<file path="src/rtl/fifo_ctrl_pkg.sv">
// Shared constants, state encoding and helpers for the round-robin FIFO controller.
package fifo_ctrl_pkg;

    localparam int          PKG_DATA_W          = 10;
    localparam int          PKG_N_SRC           = 4;
    localparam int          PTR_W               = 2;
    localparam logic [7:0]  PKG_UMBRAL_BAJO_RST = 8'd1;
    localparam logic [7:0]  PKG_UMBRAL_ALTO_RST = 8'd5;

    typedef enum logic [2:0] {
        ST_RESET  = 3'd0,
        ST_INIT   = 3'd1,
        ST_IDLE   = 3'd2,
        ST_ACTIVE = 3'd3,
        ST_ERROR  = 3'd4
    } state_e;

    function automatic logic [PTR_W-1:0] onehot_to_idx(input logic [PKG_N_SRC-1:0] oh);
        logic [PTR_W-1:0] idx;
        idx = '0;
        for (int i = 0; i < PKG_N_SRC; i++) begin
            if (oh[i]) idx = PTR_W'(i);
        end
        return idx;
    endfunction

endpackage

</file>
<file path="src/rtl/rr_arbiter.sv">
// Four-way round-robin arbiter: searches upward from pointer+1, pointer moves to the winner
// only when adv_i is asserted.
module rr_arbiter
    import fifo_ctrl_pkg::*;
(
    input  logic                 clk,
    input  logic                 reset,
    input  logic [PKG_N_SRC-1:0] req_i,
    input  logic                 adv_i,
    output logic [PKG_N_SRC-1:0] gnt_o
);

    logic [PTR_W-1:0] ptr_q, ptr_d, idx;
    logic             found;

    // k = N_SRC wraps to the pointer itself, so the last holder is checked last
    always_comb begin
        gnt_o = '0;
        found = 1'b0;
        idx   = '0;
        for (int k = 1; k <= PKG_N_SRC; k++) begin
            idx = ptr_q + PTR_W'(k);
            if (!found && req_i[idx]) begin
                gnt_o[idx] = 1'b1;
                found      = 1'b1;
            end
        end
    end

    always_comb begin
        ptr_d = ptr_q;
        if (adv_i) ptr_d = onehot_to_idx(gnt_o);
    end

    always_ff @(posedge clk) begin
        if (reset) ptr_q <= '1;
        else       ptr_q <= ptr_d;
    end

endmodule

</file>
<file path="src/rtl/fifo_rr_ctrl.sv">
// Sequences four source FIFOs into one destination FIFO and forwards the FIFO thresholds.
// Define FIFO_ERR_STICKY_EN to make ERROR exit only through reset.
module fifo_rr_ctrl
    import fifo_ctrl_pkg::*;
#(
    parameter int         DATA_W          = PKG_DATA_W,
    parameter int         N_SRC           = PKG_N_SRC,
    parameter logic [7:0] UMBRAL_BAJO_RST = PKG_UMBRAL_BAJO_RST,
    parameter logic [7:0] UMBRAL_ALTO_RST = PKG_UMBRAL_ALTO_RST
) (
    input  logic                    clk,
    input  logic                    reset,
    input  logic                    init,
    input  logic [7:0]              umbral_bajo_in,
    input  logic [7:0]              umbral_alto_in,
    input  logic [N_SRC-1:0]        src_empty,
    input  logic [N_SRC-1:0]        src_error,
    input  logic [N_SRC*DATA_W-1:0] src_data,
    input  logic                    dst_almost_full,
    input  logic                    dst_error,
    output logic [N_SRC-1:0]        pop,
    output logic                    push,
    output logic [DATA_W-1:0]       data_out,
    output logic [7:0]              umbral_bajo,
    output logic [7:0]              umbral_alto,
    output logic [2:0]              state,
    output logic                    idle,
    output logic                    error_out
);

    state_e              state_q, state_d;
    logic [N_SRC-1:0]    pop_q, gnt, req;
    logic                push_q, any_err, any_data, grant_ok, adv;
    logic [DATA_W-1:0]   data_q, sel_data;
    logic [7:0]          ubajo_q, ualto_q;

    assign any_err  = (|src_error) | dst_error;
    assign any_data = |(~src_empty);

    always_ff @(posedge clk) begin
        if (reset) state_q <= ST_RESET;
        else       state_q <= state_d;
    end

    always_comb begin
        state_d = state_q;
        case (state_q)
            ST_RESET:  state_d = ST_INIT;
            ST_INIT:   if (!init) state_d = ST_IDLE;
            ST_IDLE: begin
                if (any_err)       state_d = ST_ERROR;
                else if (init)     state_d = ST_INIT;
                else if (any_data) state_d = ST_ACTIVE;
            end
            ST_ACTIVE: begin
                if (any_err)   state_d = ST_ERROR;
                else if (init) state_d = ST_INIT;
                else if (!any_data && !(|pop_q) && !push_q) state_d = ST_IDLE;
            end
            ST_ERROR: begin
`ifdef FIFO_ERR_STICKY_EN
                state_d = ST_ERROR;
`else
                if (!any_err) state_d = ST_IDLE;
`endif
            end
            default:   state_d = ST_RESET;
        endcase
    end

    always_comb begin
        idle      = (state_q == ST_IDLE);
        error_out = (state_q == ST_ERROR);
        state     = state_q;
    end

    // A source popped last edge still shows its old empty flag, so it sits this one out
    assign grant_ok = (state_q == ST_ACTIVE) && !dst_almost_full && !any_err && !init;
    assign req      = ~src_empty & ~pop_q & {N_SRC{grant_ok}};
    assign adv      = |gnt;

    rr_arbiter u_arb (
        .clk   (clk),
        .reset (reset),
        .req_i (req),
        .adv_i (adv),
        .gnt_o (gnt)
    );

    always_comb begin
        sel_data = '0;
        for (int i = 0; i < N_SRC; i++) begin
            if (pop_q[i]) sel_data = src_data[i*DATA_W +: DATA_W];
        end
    end

    // pop -> push/data stage; an issued pop always completes its push
    always_ff @(posedge clk) begin
        if (reset) begin
            pop_q  <= '0;
            push_q <= 1'b0;
            data_q <= '0;
        end else begin
            pop_q  <= gnt;
            push_q <= |pop_q;
            if (|pop_q) data_q <= sel_data;
        end
    end

    always_ff @(posedge clk) begin
        if (reset) begin
            ubajo_q <= UMBRAL_BAJO_RST;
            ualto_q <= UMBRAL_ALTO_RST;
        end else if (state_q == ST_INIT) begin
            ubajo_q <= umbral_bajo_in;
            ualto_q <= umbral_alto_in;
        end
    end

    assign pop         = pop_q;
    assign push        = push_q;
    assign data_out    = data_q;
    assign umbral_bajo = ubajo_q;
    assign umbral_alto = ualto_q;

endmodule

</file>
<file path="config.mk">
export PLATFORM = sky130hd
export DESIGN_NAME = fifo_rr_ctrl
export DESIGN_NICKNAME = d
export VERILOG_FILES = /design/src/rtl/fifo_ctrl_pkg.sv /design/src/rtl/rr_arbiter.sv /design/src/rtl/fifo_rr_ctrl.sv
export SDC_FILE = /design/constraint.sdc
export NUM_CORES = 1
export LEC_CHECK = 0
export ABC_AREA = 1
export BUFFER_PORTS_ARGS = -buffer_cell sky130_fd_sc_hd__buf_2
export CAP_MARGIN = 40
export CELL_PAD_IN_SITES_DETAIL_PLACEMENT = 1
export CELL_PAD_IN_SITES_GLOBAL_PLACEMENT = 1
export CORE_MARGIN = 3
export CORE_UTILIZATION = 30
export DETAILED_ROUTE_END_ITERATION = 8
export PLACE_DENSITY = 0.79
export SYNTH_ARGS = -nofsm -noshare
export SYNTH_HDL_FRONTEND = slang
export SYNTH_HIERARCHICAL = 1
export SYNTH_SLANG_ARGS = --single-unit
</file>
<file path="constraint.sdc">
create_clock -name clk -period 3.2 [get_ports clk]
set_clock_uncertainty 0.05 [all_clocks]
set_input_delay 0 -clock clk [delete_from_list [all_inputs] [get_ports clk]]
set_output_delay 0 -clock clk [all_outputs]
set_load 0.02 [all_outputs]
</file>
After elaboration in Yosys (flattened, before gate mapping) --
Index checks and enable logic that the tools add are counted.
Cells by class: bitwise logic cells 8, eq/ne operators 8, add/subtract/negate cells 3, reductions and logical operators 27, order comparisons 8, multiplexer cells 39
Operators with widths (number):
- two-way mux 10 bit | 4
- two-way mux 3 bit | 8
- two-way mux 4 bit | 4
- OR reduction 4 bit | 4
- one-hot mux 3 bit (5 select lines) | 1
- logical AND 1 bit | 12
- < comparator 2 x 3 -> 1 bit, second input constant | 4
- two-way mux 1 bit | 12
- OR 4 bit | 3
- zero test 1 bit | 9
- AND 4 bit | 2
- binary-select mux 1 bit (select 2 bit) | 4
- demux 1 bit (select 2 bit) | 4
- greater-or-equal comparator 2 x 1 -> 1 bit, second input constant | 4
- inverter 4 bit | 2
- == test 3 x 2 -> 1 bit, second input constant | 2
- adder 2 bit, second input constant | 2
- two-way mux 2 bit | 2
- inequality test 2 bit, second input constant | 2
- inequality test 4 x 2 -> 1 bit, second input constant | 1
- inequality test 4 bit, second input constant | 1
- AND reduction 4 bit | 1
- == test 3 x 1 -> 1 bit, second input constant | 1
- == test 3 bit, second input constant | 1
- 3 further kinds | 3
Word-level totals: bits of input ports 69, word-level logic and storage cells 100, register bits 36

Longest topological paths before layout --
word-level depth 21, mapped depth 20, depth with buffers taken out 20

Hierarchy --
The synthesis kept the hierarchy.
Modules (own cells, without submodules):
- fifo_rr_ctrl | cells each 233, sequential area each 680.7 sq um, times used 1, area each 1584.0 sq um
- rr_arbiter | cells each 84, sequential area each 40.0 sq um, times used 1, area each 521.8 sq um

Worst setup path after synthesis --
No wires, ideal clock.
kind flip-flop to flip-flop, start point register state_q[1], in the netlist state[1], end point register u_arb.ptr_q[0], cell stages (with the launch flop) 18, required time 3.035 ns, buffers on the path 0, arrival time 2.249 ns, clock period less this slack 2.414 ns, setup slack 0.786 ns, cells stage by stage dfxtp_1 -> nand2_1 -> nor2_1 -> nand3b_1 -> nor3_1 -> inv_1 -> nand2_1 -> nand3_1 -> nand2_1 -> nand2_1 -> nor3b_1 -> nor2_2 -> inv_1 -> inv_1 -> nand4_1 -> inv_1 -> a21oi_1 -> nand2_1
On the way: elaborated cells on any way between the ends 33
RTL lines:
- start, declared | RTL line fifo_rr_ctrl.sv:31 | state_e state_q, state_d;
- start signal, assigned | RTL line fifo_rr_ctrl.sv:42 | else state_q <= state_d;
- == test 3 x 2 -> 1 bit (*) | RTL line fifo_rr_ctrl.sv:78 | assign grant_ok = (state_q == ST_ACTIVE) && !dst_almost_full && !any_err && !init;
- logical AND 1 bit (*) (3 in a row) | RTL line fifo_rr_ctrl.sv:78
- AND 4 bit (*) | RTL line fifo_rr_ctrl.sv:79 | assign req = ~src_empty & ~pop_q & {N_SRC{grant_ok}};
- via req[3] | RTL line fifo_rr_ctrl.sv:32 | logic [N_SRC-1:0] pop_q, gnt, req;
- binary-select mux 1 bit (select 2 bit) | RTL line rr_arbiter.sv:23 | if (!found && req_i[idx]) begin
- two-way mux 1 bit (not written as such) | RTL line rr_arbiter.sv:23
- two-way mux 1 bit | RTL line rr_arbiter.sv:23
- zero test 1 bit | RTL line rr_arbiter.sv:23
- [3 not listed]
- logical AND 1 bit | RTL line rr_arbiter.sv:23
- two-way mux 1 bit | RTL line rr_arbiter.sv:23
- zero test 1 bit | RTL line rr_arbiter.sv:23
- logical AND 1 bit | RTL line rr_arbiter.sv:23
- two-way mux 4 bit (*) | RTL line rr_arbiter.sv:23
- via gnt[3] | RTL line fifo_rr_ctrl.sv:32
- OR reduction 4 bit (*) | RTL line fifo_rr_ctrl.sv:80 | assign adv = |gnt;
- via adv | RTL line fifo_rr_ctrl.sv:33 | logic push_q, any_err, any_data, grant_ok, adv;
- end signal, assigned | RTL line rr_arbiter.sv:37 | else ptr_q <= ptr_d;
- end, declared | RTL line rr_arbiter.sv:13 | logic [PTR_W-1:0] ptr_q, ptr_d, idx;
Mark *: on every way through the listed nets, which the timed path passes. The rest lies on a longest branch. The select of a mux whose other input is x is not followed. A chain may end at the register's enable or synchronous reset.

Worst setup path after layout --
start point register state_q[1], in the netlist state[1], end point register u_arb.ptr_q[1]
Same word-level chain as after synthesis.

==> results.json <==
{
  "outcome": "completed",
  "rr_worst_depth": 17,
  "max_stage_delay_ns": 0.43,
  "worstMarginPinSlew_ns": 0.598,
  "gr-usage-all-layers_pct": 20.1,
  "grt_setup_unrepaired": "false",
  "drcViolationCount": 0,
  "diodes": 0,
  "hp-class": "in -> reg",
  "worstPathRequired_ns": 3.33,
  "period_needed_ns": 2.66,
  "areaGrowthSynthToFinish_pct": 50.2,
  "setup_violations": 0,
  "end_kind": "flip-flop",
  "mappedNetlistArea_mm2": 0.00211,
  "hold_path_depth": 3,
  "path_delay_family": "simple AND/OR/NAND/NOR gates",
  "crit_chain": "nand2_1 > nor2_1 > nand3b_1 > nor3_1 > nand2_1 > nand2_1 > nand2_1 > nand2_1 > nand2_1 > nor3b_1 > nor2_2 > inv_1 > inv_1 > nand4_1 > inv_1 > a21oi_1 > nand2_1",
  "synth_area_per_cell_um2": 6.64,
  "ctsRootBufferMaster": "clkbuf_8",
  "initial_core_util_pct": 32.1,
  "htree_levels": 2,
  "io_pins": 105,
  "cap_violations": 0,
  "r2r_slack_ns": 0.54,
  "ys_warn_count": 6,
  "vias_per_cell": 4.79,
  "grt_pass1_vias": 2852,
  "clock-sinks": 36,
  "arrival_ns": 2.79,
  "crit_fanout": 5,
  "die_x_um": 89.8,
  "endpoint": "u_arb/ptr_q[1]",
  "clk_pin_slew_ns": 0.07,
  "grt_max_degree": 21,
  "crit_start": "state[1]",
  "antenna_found_initial": 0,
  "die_h_um": 89.8,
  "route.vias.total": 2634,
  "crit_top_cell": "nand2_1",
  "clkLatencyLatePin_ns": 0.28,
  "core_area_mm2": 0.00657,
  "ant_nets": 0,
  "period_share_pct": 83.1,
  "cts_tree": "yes",
  "worstReg2RegStart": "state[1]",
  "crit_path_top_delay_cell": "dfxtp_1",
  "crit_cells": 17,
  "io_buffer_count": 104,
  "design_power_total_mw": 2.73,
  "tns_ns": 0,
  "instances_no_fill": 550,
  "grt_pass1_wl_um": 13500,
  "die-area_mm2": 0.00806,
  "clock_path_buffers": 2,
  "r2r-end": "u_arb/ptr_q[1]",
  "cts_buffers": 5,
  "hold_viol_final": 0,
  "ir_drop_mv": 0.308,
  "synth-seq-cells": 36,
  "slew_violations": 0,
  "routedWlPerCell_um": 14.5,
  "rows": 29,
  "maxSlewHeadroom_pct": 60.1,
  "gp_congestion": 0.785,
  "synth_nets": 394,
  "critical_path_class": "reg -> reg",
  "drive_gt1_share_pct": 29.5,
  "drtIter0Drc": 97,
  "yosysSeqAreaShare_pct": 34.2,
  "startpoint_type": "flip-flop",
  "p_leak_nw": 1.64,
  "globalRoute.totalOverflow": 0,
  "num-nets-final": 533,
  "ys_types": 26,
  "crit_buf_inv": 3,
  "placed_cells": 507,
  "dp_hpwl_um": 5620,
  "ctsResizeCount": 0,
  "finalWirelength_um": 7990,
  "synth_top_area_share_pct": 34.2,
  "synth_area_leaders": "dfxtp_1 (34%), nand2_1 (15%), nor2_1 (8.2%)",
  "synth_cells": 317,
  "pwr_density_cell_mw_per_mm2": 864,
  "synth_top_area_cell": "dfxtp_1",
  "max_freq_mhz": 376,
  "fin_hold_ws_ns": 0.0332,
  "dr.pass1.iters": 4
}
## layout make-up
cell class	instances	area (um^2)
Clock buffer	7	86.3
Clock inverter	1	7.51
Fill cell	869	3400
Inverter	31	116
Multi-Input combinational cell	240	1220
Sequential cell	36	721
Tap cell	93	116
Timing Repair Buffer	142	893
## worst min path at each step
stage	start	endpoint	slack [ns]
after floorplan	reset	u_arb/ptr_q[1]	0.05
after global placement	umbral_alto_in[0]	umbral_alto[0]	0.16
after detailed placement	umbral_bajo_in[0]	umbral_bajo[0]	0.17
after CTS	src_data[28]	data_out[8]	0.03
after global routing	src_data[28]	data_out[8]	0.03
final	src_data[28]	data_out[8]	0.03
## tightest hold or removal path: stages
cell and delay (ns):
buf_2 0.08, o211ai_1 0.09, a31oi_1 0.16
## metrics by stage
step | instance area (um^2) | worst slack (ns) | utilization, %
6_report | 3160 | 0.541 | 48.2
5_1_grt | 3160 | 0.164 | 48.2
3_3_place_gp | 2720 | 0.755 | 41.4
3_5_place_dp | 2720 | 0.622 | 41.4
2_1_floorplan | 2110 | 0.786 | -
4_1_cts | 3160 | 0.545 | 48.2
## report_power, final
| part | switching (mW) | internal, mW | leakage [nW] |
|---|---|---|---|
| Combinational | 1.04 | 0.589 | 1.30 |
| Clock | 0.166 | 0.175 | 0.0445 |
| Sequential | 0.161 | 0.608 | 0.296 |
## registers in the layout, indices dropped and copies added, names as in the netlist
name         count
data_out        10
pop              4
push             1
state            3
u_arb/ptr_q      2
umbral_alto      8
umbral_bajo      8
## per-layer routing
layer	wire length (um)	up-vias	GRT usage, %
met5	0	-	0
met4	128	0	5.75
met3	303	12	3.59
met2	4040	74	36.8
met1	3510	1237	23.9
li1	-	1311	-
## layout by cell type (no fill, tap or decap), drive strengths merged, types with 8 or more instances in the layout
| cell | instances |
|---|---|
| nand2 | 88 |
| o21ai | 14 |
| dfxtp | 36 |
| buf | 107 |
| dlygate4sd3 | 35 |
| o211ai | 10 |
| a21oi | 14 |
| nor2 | 49 |
| nand3 | 34 |
| a31oi | 10 |
| inv | 27 |
| ha | 8 |
## timing repair
action | 4_1_cts | 5_1_grt
buffers inserted | 0 | 0
setup endpoints to repair | 0 | 0
endpoints found under the hold margin | 27 | 0
hold buffers | 35 | 0
## cells by family (layout without fill, tap and decap cells)
kind of cell | after synthesis | in the layout | share of synthesized area (%)
and+or+nand+nor | 183 | 183 | 39.7
AOI/OAI and AO/OA | 49 | 49 | 13.6
buffers and inverters | 41 | 181 | 7.72
DFF | 36 | 36 | 34.2
adders and majority gates | 8 | 8 | 4.75
## Yosys cell counts
cell type  count
a21oi_1       14
a31oi_1       10
a32oi_1        1
buf_1          1
buf_2          7
clkbuf_1       2
clkinv_1       4
dfxtp_1       36
ha_1           8
inv_1         22
inv_2          5
nand2_1       82
nand2_2        4
nand2_4        2
nand3_1       29
nand3_2        5
nand3b_1       1
nand3b_4       1
nand4_1        2
nor2_1        46
nor2_2         3
nor3_1         6
nor3_4         1
nor3b_1        1
o211ai_1      10
o21ai_0       14
Note: power is estimated with default switching activity, not from simulation.
